===== src/rtl/rggen_bit_field_lock_pkg.sv =====
// ============================================================================
// Module   : rggen_bit_field_lock_pkg
// Brief    : Shared types and lock-mode constants for the lockable bit field.
// Revision : 1.0 - initial release
// ============================================================================
`default_nettype none

package rggen_bit_field_lock_pkg;

    typedef enum logic [1:0] {
        LOCKED   = 2'd0,
        ARMED    = 2'd1,
        UNLOCKED = 2'd2
    } unlock_state_e;

    localparam int LOCK_MODE_ENABLE = 0;
    localparam int LOCK_MODE_LOCK   = 1;
    localparam int LOCK_MODE_KEY    = 2;

endpackage

`default_nettype wire


===== src/rtl/rggen_bit_field_unlock_fsm.sv =====
// ============================================================================
// Module   : rggen_bit_field_unlock_fsm
// Brief    : Two-key unlock sequencer with a bounded unlock window.
// Revision : 1.0 - initial release
// ============================================================================
`default_nettype none

module rggen_bit_field_unlock_fsm
    import rggen_bit_field_lock_pkg::*;
#(
    parameter int unsigned           KEY_WIDTH     = 8,
    parameter logic [KEY_WIDTH-1:0]  KEY0          = 8'h5A,
    parameter logic [KEY_WIDTH-1:0]  KEY1          = 8'hA5,
    parameter int unsigned           UNLOCK_WINDOW = 16,
    parameter bit                    ONE_SHOT      = 1'b1
) (
    input  logic                 clk,
    input  logic                 rst,
    input  logic                 i_force_lock,
    input  logic                 i_key_valid,
    input  logic [KEY_WIDTH-1:0] i_key_data,
    input  logic                 i_write_accepted,
    output logic                 o_unlocked
);

    localparam int unsigned c_cnt_width = $clog2(UNLOCK_WINDOW + 1);
    localparam logic [c_cnt_width-1:0] c_cnt_start = c_cnt_width'(UNLOCK_WINDOW - 1);

    unlock_state_e          r_state;
    unlock_state_e          w_state_next;
    logic [c_cnt_width-1:0] r_count;
    logic [c_cnt_width-1:0] w_count_next;
    logic                   w_key0_hit;
    logic                   w_key1_hit;

    assign w_key0_hit = i_key_valid && (i_key_data == KEY0);
    assign w_key1_hit = i_key_valid && (i_key_data == KEY1);

    always_ff @(posedge clk) begin
        if (rst) begin
            r_state <= LOCKED;
            r_count <= '0;
        end else begin
            r_state <= w_state_next;
            r_count <= w_count_next;
        end
    end

    // Counter is only meaningful in UNLOCKED; it is parked at zero elsewhere.
    always_comb begin
        w_state_next = r_state;
        w_count_next = r_count;
        if (i_force_lock) begin
            w_state_next = LOCKED;
            w_count_next = '0;
        end else begin
            case (r_state)
                LOCKED: begin
                    if (w_key0_hit) begin
                        w_state_next = ARMED;
                    end
                end
                ARMED: begin
                    if (w_key1_hit) begin
                        w_state_next = UNLOCKED;
                        w_count_next = c_cnt_start;
                    end else if (w_key0_hit) begin
                        w_state_next = ARMED;
                    end else if (i_key_valid) begin
                        w_state_next = LOCKED;
                    end
                end
                UNLOCKED: begin
                    if ((r_count == '0) || (ONE_SHOT && i_write_accepted)) begin
                        w_state_next = LOCKED;
                        w_count_next = '0;
                    end else begin
                        w_count_next = r_count - 1'b1;
                    end
                end
                default: begin
                    w_state_next = LOCKED;
                    w_count_next = '0;
                end
            endcase
        end
    end

    assign o_unlocked = (r_state == UNLOCKED);

endmodule

`default_nettype wire


===== src/rtl/rggen_bit_field_rwlk.sv =====
// ============================================================================
// Module   : rggen_bit_field_rwlk
// Brief    : Register bit field writable under static lock/enable or key unlock.
// Revision : 1.0 - initial release
// ============================================================================
`default_nettype none

module rggen_bit_field_rwlk
    import rggen_bit_field_lock_pkg::*;
#(
    parameter int                    LOCK_MODE     = 1,
    parameter int unsigned           WIDTH         = 1,
    parameter logic [WIDTH-1:0]      INITIAL_VALUE = '0,
    parameter int unsigned           KEY_WIDTH     = 8,
    parameter logic [KEY_WIDTH-1:0]  KEY0          = 8'h5A,
    parameter logic [KEY_WIDTH-1:0]  KEY1          = 8'hA5,
    parameter int unsigned           UNLOCK_WINDOW = 16,
    parameter bit                    ONE_SHOT      = 1'b1
) (
    input  logic                 clk,
    input  logic                 rst,
    input  logic                 i_lock_or_enable,
    input  logic                 i_command_valid,
    input  logic                 i_select,
    input  logic                 i_write,
    input  logic [WIDTH-1:0]     i_write_data,
    input  logic [WIDTH-1:0]     i_write_mask,
    input  logic                 i_key_valid,
    input  logic [KEY_WIDTH-1:0] i_key_data,
    output logic [WIDTH-1:0]     o_value,
    output logic                 o_writable,
    output logic                 o_write_accepted,
    output logic                 o_write_rejected
);

    logic [WIDTH-1:0] r_value;
    logic             r_write_accepted;
    logic             r_write_rejected;
    logic             w_writable;
    logic             w_write_attempt;
    logic             w_write_accepted;

    assign w_write_attempt  = i_command_valid & i_select & i_write;
    assign w_write_accepted = w_write_attempt & w_writable;

    generate
        if (LOCK_MODE == LOCK_MODE_KEY) begin : g_key_unlock
            logic w_unlocked;

            rggen_bit_field_unlock_fsm #(
                .KEY_WIDTH     (KEY_WIDTH),
                .KEY0          (KEY0),
                .KEY1          (KEY1),
                .UNLOCK_WINDOW (UNLOCK_WINDOW),
                .ONE_SHOT      (ONE_SHOT)
            ) u_unlock_fsm (
                .clk              (clk),
                .rst              (rst),
                .i_force_lock     (i_lock_or_enable),
                .i_key_valid      (i_key_valid),
                .i_key_data       (i_key_data),
                .i_write_accepted (w_write_accepted),
                .o_unlocked       (w_unlocked)
            );

            assign w_writable = w_unlocked & ~i_lock_or_enable;
        end else begin : g_static_lock
            // Key inputs have no function in the static lock modes.
            logic w_unused_keys;
            assign w_unused_keys = ^{i_key_valid, i_key_data};

            if (LOCK_MODE == LOCK_MODE_ENABLE) begin : g_enable
                assign w_writable = i_lock_or_enable;
            end else begin : g_lock
                assign w_writable = ~i_lock_or_enable;
            end
        end
    endgenerate

    always_ff @(posedge clk) begin
        if (rst) begin
            r_value          <= INITIAL_VALUE;
            r_write_accepted <= 1'b0;
            r_write_rejected <= 1'b0;
        end else begin
            if (w_write_accepted) begin
                r_value <= (i_write_data & i_write_mask) | (r_value & ~i_write_mask);
            end
            r_write_accepted <= w_write_accepted;
            r_write_rejected <= w_write_attempt & ~w_writable;
        end
    end

    assign o_value          = r_value;
    assign o_writable       = w_writable;
    assign o_write_accepted = r_write_accepted;
    assign o_write_rejected = r_write_rejected;

endmodule

`default_nettype wire


===== config.mk =====
export PLATFORM = sky130hd
export DESIGN_NAME = rggen_bit_field_rwlk
export DESIGN_NICKNAME = d
export VERILOG_FILES = /design/src/rtl/rggen_bit_field_lock_pkg.sv /design/src/rtl/rggen_bit_field_unlock_fsm.sv /design/src/rtl/rggen_bit_field_rwlk.sv
export SDC_FILE = /design/constraint.sdc
export NUM_CORES = 1
export LEC_CHECK = 0
export CAP_MARGIN = 20
export CELL_PAD_IN_SITES_DETAIL_PLACEMENT = 0
export CELL_PAD_IN_SITES_GLOBAL_PLACEMENT = 1
export CORE_AREA = 2 2 39 41
export DETAILED_ROUTE_END_ITERATION = 10
export DIE_AREA = 0 0 41 43
export PLACE_DENSITY = 0.66
export SYNTH_ARGS = -nofsm -noshare
export SYNTH_HDL_FRONTEND = slang
export SYNTH_SLANG_ARGS = --single-unit

===== constraint.sdc =====
create_clock -name clk -period 2.1 [get_ports clk]
set_input_delay 0.315 -clock clk [delete_from_list [all_inputs] [get_ports clk]]
set_output_delay 0.315 -clock clk [all_outputs]
set_load 0.02 [all_outputs]

==> impl_metrics.yaml, run 1 <==
logic_synthesis:
  synth_nets: 29
  seq_area_frac_synth_pct: 49.5
  yosysMostFrequentCell: "dfxtp_1"
  avgSynthCellArea_um2: 10.1
  yosysTopAreaCell: "dfxtp_1"
  synthFlopType: "dfxtp_1"
  synth_cell_types: 8
  synthTopCellsByCount: "3 x dfxtp_1, 2 x inv_1, 2 x nor3_1"
  ys_warn_count: 0
  synth.area.top_cells: "dfxtp_1 49%, o41ai_2 13%, nand3_2 8.2%"
  synthArstFlopShare_pct: 0
  syn_area_um2: 121
  netlist.area_leader.share_pct: 49.5
  synthesis.instances: 12
  postSynthRegisterBits: 3
  synth-edff-count: 0
clock_network:
  cts_buffers: 3
  htree_levels: 1
  cts_tree: "done"
  clk_path_buf_depth: 2
  clockRootBuffer: "clkbuf_4"
  cts_setup_buffers: 0
  cts_resized: 0
  clkTransAtPathRegs_ns: 0.04
  cts-hold-fix-buffers: 0
  clock_sinks: 3
  clk_latency_ns: 0.23
global_routing:
  antenna_found_initial: 0
  grt_pass1_wl_um: 476
  grt-ovfl-total: 0
  grtUsageTotal_pct: 4.90
  grt_max_degree: 5
  grt_pass1_vias: 133
die:
  dieArea_um2: 1760
  die_x_um: 41
  rows: 14
  design.core.area_um2: 1380
  io_pins: 21
  initial_utilization_pct: 8.77
  die_h_um: 43
final_layout:
  drive_above_1_share_pct: 18.5
  regArea_um2: 60.1
  multi_input_area_um2: 53.8
  diodes: 0
  fin_nets: 45
  fin_util_pct: 20.1
  area_growth_pct: 129
  nFillCells: 166
route:
  avgRoutedWirePerCell_um: 7.00
  via_count: 137
  drtPass1Iterations: 2
  drt-total-wl_um: 301
  viasPerCell: 3.19
  ant_nets: 0
  drc: 0
  drt_iter0_drc: 6
worst_setup_path:
  slowest_stage: "clkdlybuf4s50_1"
  cpLargestDelayFamily: "buffers and inverters"
  crit_path_start_kind: "input port"
  critPathMaxStageDelay_ns: 0.61
  cp_max_fo: 3
  cpMostUsedCell: "clkdlybuf4s50_1"
  crit_type: "in -> out"
  worst-endpoint-arrival_ns: 1.45
  path_cells: "clkdlybuf4s50_1, inv_1, clkdlybuf4s50_1"
  path_buf_inv: 3
  cp.required_ns: 1.78
  end_kind: "output port"
sta:
  hold_viol: 0
  finalClockSkew_ns: 0
  slew_viol_final: 0
  setup_violations: 0
  fin_tns_setup_ns: 0
  worst_slew_pin_slew_ns: 0.217
  max_freq_mhz: 567
  rsz0062_at_grt: "false"
  slew_headroom_pct: 85.4
  layout_min_cycle_time_ns: 1.76
  fin_crit_sh_pct: 84.0
worst_hold_path:
  hold_class: "reg -> reg"
placement:
  routabilityCongestion: 0.478
  io_buffers: 11
power:
  power_density_nw_per_um2: 666
  power_frac_comb_pct: 13.8
  p_int_uw: 146
  sw_frac_of_total_pct: 21.3
  pwr-share-seq_pct: 31.6
  p_leak_nw: 0.108
  p_clk_share_pct: 54.7
  total_power_uw: 185
  switchingPower_uw: 39.4
  ir_worst_vdd_mv: 0.0801
job:
  drv_cap: 0
run_status:
  status: "finished clean"
## worst reg2reg max path, stage by stage, from the launching register on
cell	delay, ns
dfxtp_1	0.30
nor2b_1	0.12
o21ai_1	0.09
o41ai_2	0.09
## stage by stage
stage / setup slack [ns] / std cells / cell area (um^2) / hold WS (ns)
2_1_floorplan: 1.30 / 12 / 121 / 0.392
5_1_grt: 0.299 / 43 / 278 / 0.620
3_3_place_gp: 0.337 / 39 / 251 / 0.584
3_5_place_dp: 0.338 / 39 / 251 / 0.580
4_1_cts: 0.334 / 43 / 278 / 0.596
6_report: 0.336 / 43 / 278 / 0.587
## area by class of cell
| class | instances | share of cell area (%) |
|---|---|---|
| repair buffers | 11 | 39.6 |
| well taps | 16 | 7.21 |
| clock buffers | 4 | 9.46 |
| multi-input cells | 7 | 19.4 |
| flip-flops and latches | 3 | 21.6 |
| inverters | 2 | 2.70 |
## metal layers
metal | track usage [%] | up-vias | part of all wire, %
met2 | 6.88 | 6 | 58
met4 | 8.00 | 0 | 0
met1 | 2.87 | 59 | 29
met5 | 0 | - | 0
met3 | 3.14 | 0 | 12
li1 | - | 72 | -
## power by group through the flow
stage / clock network, mW / registers (mW) / logic, mW
floorplan: 0 / 0.0604 / 0.00541
global placement: 0 / 0.0592 / 0.0257
detailed placement: 0 / 0.0593 / 0.0257
CTS: 0.105 / 0.0584 / 0.0258
global route: 0.115 / 0.0584 / 0.0279
finish: 0.101 / 0.0584 / 0.0255
## final timing paths
check | slack (ns) | endpoint | cells after the start | start
max reg2reg | 1.39 | flip-flop | 3 | flip-flop
max | 0.34 | o_writable | 3 | i_lock_or_enable
min reg2reg | 0.59 | flip-flop | 3 | flip-flop
min | 0.59 | flip-flop | 3 | flip-flop
## placed cells by master, fill, tap and decap left out
master,instances
nand3_2,1
clkdlybuf4s50_1,11
dfxtp_1,3
o21ai_1,1
nand2b_1,1
clkbuf_1,1
inv_1,2
o41ai_2,1
nor3_1,2
clkbuf_4,3
nor2b_1,1
## kinds of logic after synthesis
group                  Yosys count  share of synthesized area, %
AOI/OAI and AO/OA                2                          17.5
DFF                              3                          49.5
and+or+nand+nor                  5                          26.8
buffers and inverters            2                          6.19
(Power assumes the default switching activity.)
==> inputs of run 2 (changes only) <==
PLACE_DENSITY = 0.68   (was 0.66)
clock period = 1.5 ns   (was 2.1 ns; I/O delays follow)
==> impl_metrics.yaml, run 2 (synthesis results as in run 1) <==
global_routing:
  antenna_found_initial: 0
  grt-ovfl-total: 0
  grt_pass1_wl_um: 510
  grtUsageTotal_pct: 5.11
  grt_max_degree: 5
  grt_pass1_vias: 153
final_layout:
  drive_above_1_share_pct: 24.1
  multi_input_area_um2: 53.8
  nFillCells: 168
  area_growth_pct: 140
  final_cells: 45
  regArea_um2: 60.1
  final_common_cell: "clkdlybuf4s50_1"
  diodes: 0
  design_area_um2: 292
  final_cell_mix: "10 x clkdlybuf4s50_1, 3 x dfxtp_1, 3 x clkbuf_4"
  fin_nets: 47
sta:
  slew_viol_final: 0
  setup_ws_ns: 0.138
  layout_min_cycle_time_ns: 1.36
  fin_tns_setup_ns: 0
  worst_slew_pin_slew_ns: 0.212
  slew_headroom_pct: 85.7
  finalClockSkew_ns: 0
  fin_crit_sh_pct: 90.8
  setup_violations: 0
  rsz0062_at_grt: "false"
  hold_viol: 0
  max_freq_mhz: 734
clock_network:
  clock_sinks: 3
  cts_buffers: 3
  clkTransAtPathRegs_ns: 0.04
  htree_levels: 1
  cts_setup_buffers: 0
  clk_latency_ns: 0.23
  clk_path_buf_depth: 2
  clockRootBuffer: "clkbuf_4"
  cts_tree: "done"
worst_hold_path:
  hold_class: "in -> reg"
  min_from: "i_write_data"
power:
  power_density_nw_per_um2: 897
  ir_worst_vdd_mv: 0.135
  p_leak_nw: 0.119
  total_power_uw: 261
worst_setup_path:
  cp_max_fo: 2
  path_cells: "clkdlybuf4s50_1"
  end_kind: "output port"
  path_buf_inv: 1
  critPathMaxStageDelay_ns: 0.59
  slowest_stage: "clkdlybuf4s50_1"
  crit_type: "reg -> out"
  crit_path_start_kind: "flip-flop"
  worst-endpoint-arrival_ns: 1.14
  cp.required_ns: 1.27
  cpLargestDelayFamily: "buffers and inverters"
die:
  die_x_um: 41
  io_pins: 21
  die_h_um: 43
  design.core.area_um2: 1380
  rows: 14
  dieArea_um2: 1760
  initial_utilization_pct: 8.77
route:
  ant_nets: 0
  drt_iter0_drc: 0
  drtPass1Iterations: 1
  via_count: 155
  viasPerCell: 3.44
  drt-total-wl_um: 323
  avgRoutedWirePerCell_um: 7.18
  drc: 0
placement:
  placed_area_um2: 267
  place_inst: 41
  place_ws_ns: -0.0440
  routabilityCongestion: 0.494
  io_buffers: 11
job:
  drv_cap: 0
run_status:
  status: "finished clean"
## run 2: changes by cell type in the layout (fill, tap and decap cells not counted)
cell,previous run,this run
buf_4,0,2
dlygate4sd2_1,0,1
clkdlybuf4s50_1,11,10
## run 2: area by class of cell
class,count,share of cell area (%)
repair buffers,13,42.5
flip-flops and latches,3,20.6
multi-input cells,7,18.5
clock buffers,4,9.01
well taps,16,6.87
inverters,2,2.58
## run 2: where the power goes
| group | total, mW | leakage, nW | switching (mW) | internal [mW] |
|---|---|---|---|---|
| Clock | 0.141 | 0.0150 | 0.0414 | 0.0997 |
| Combinational | 0.0385 | 0.0800 | 0.0138 | 0.0248 |
| Sequential | 0.0818 | 0.0243 | 0.000316 | 0.0815 |
| Total | 0.261 | 0.119 | 0.0555 | 0.206 |
## run 2: layer usage
layer  vias up  track usage (%)  wire (um)
li1         75                -          -
met1        67             3.19        103
met2         9             7.19        154
met3         4             3.14         44
met4         0             8.00         21
met5         -                0          0
## run 2: per-stage QoR
stage               hold WS (ns)  utilization (%)
finish                     0.573             21.1
global route               0.586             21.1
CTS                        0.575             21.1
detailed placement         0.583             19.3
global placement           0.579             19.3
floorplan                  0.302                -
## run 2: worst min-delay path: stages
cell and delay (ns):
clkdlybuf4s50_1 0.40, inv_1 0.06, o41ai_2 0.07
## run 2: timing repair
item / CTS / global route
gates resized for setup: 1 / 0
hold buffers: 0 / 0
endpoints found under the setup margin: 1 / 0
## run 2: path summary, 6_finish.rpt
| check | endpoint | slack [ns] | cells past startpoint |
|---|---|---|---|
| setup reg to reg | flip-flop | 0.79 | 3 |
| hold / removal | flip-flop | 0.57 | 3 |
| hold reg to reg | flip-flop | 0.60 | 3 |
| setup / recovery | o_value | 0.14 | 1 |
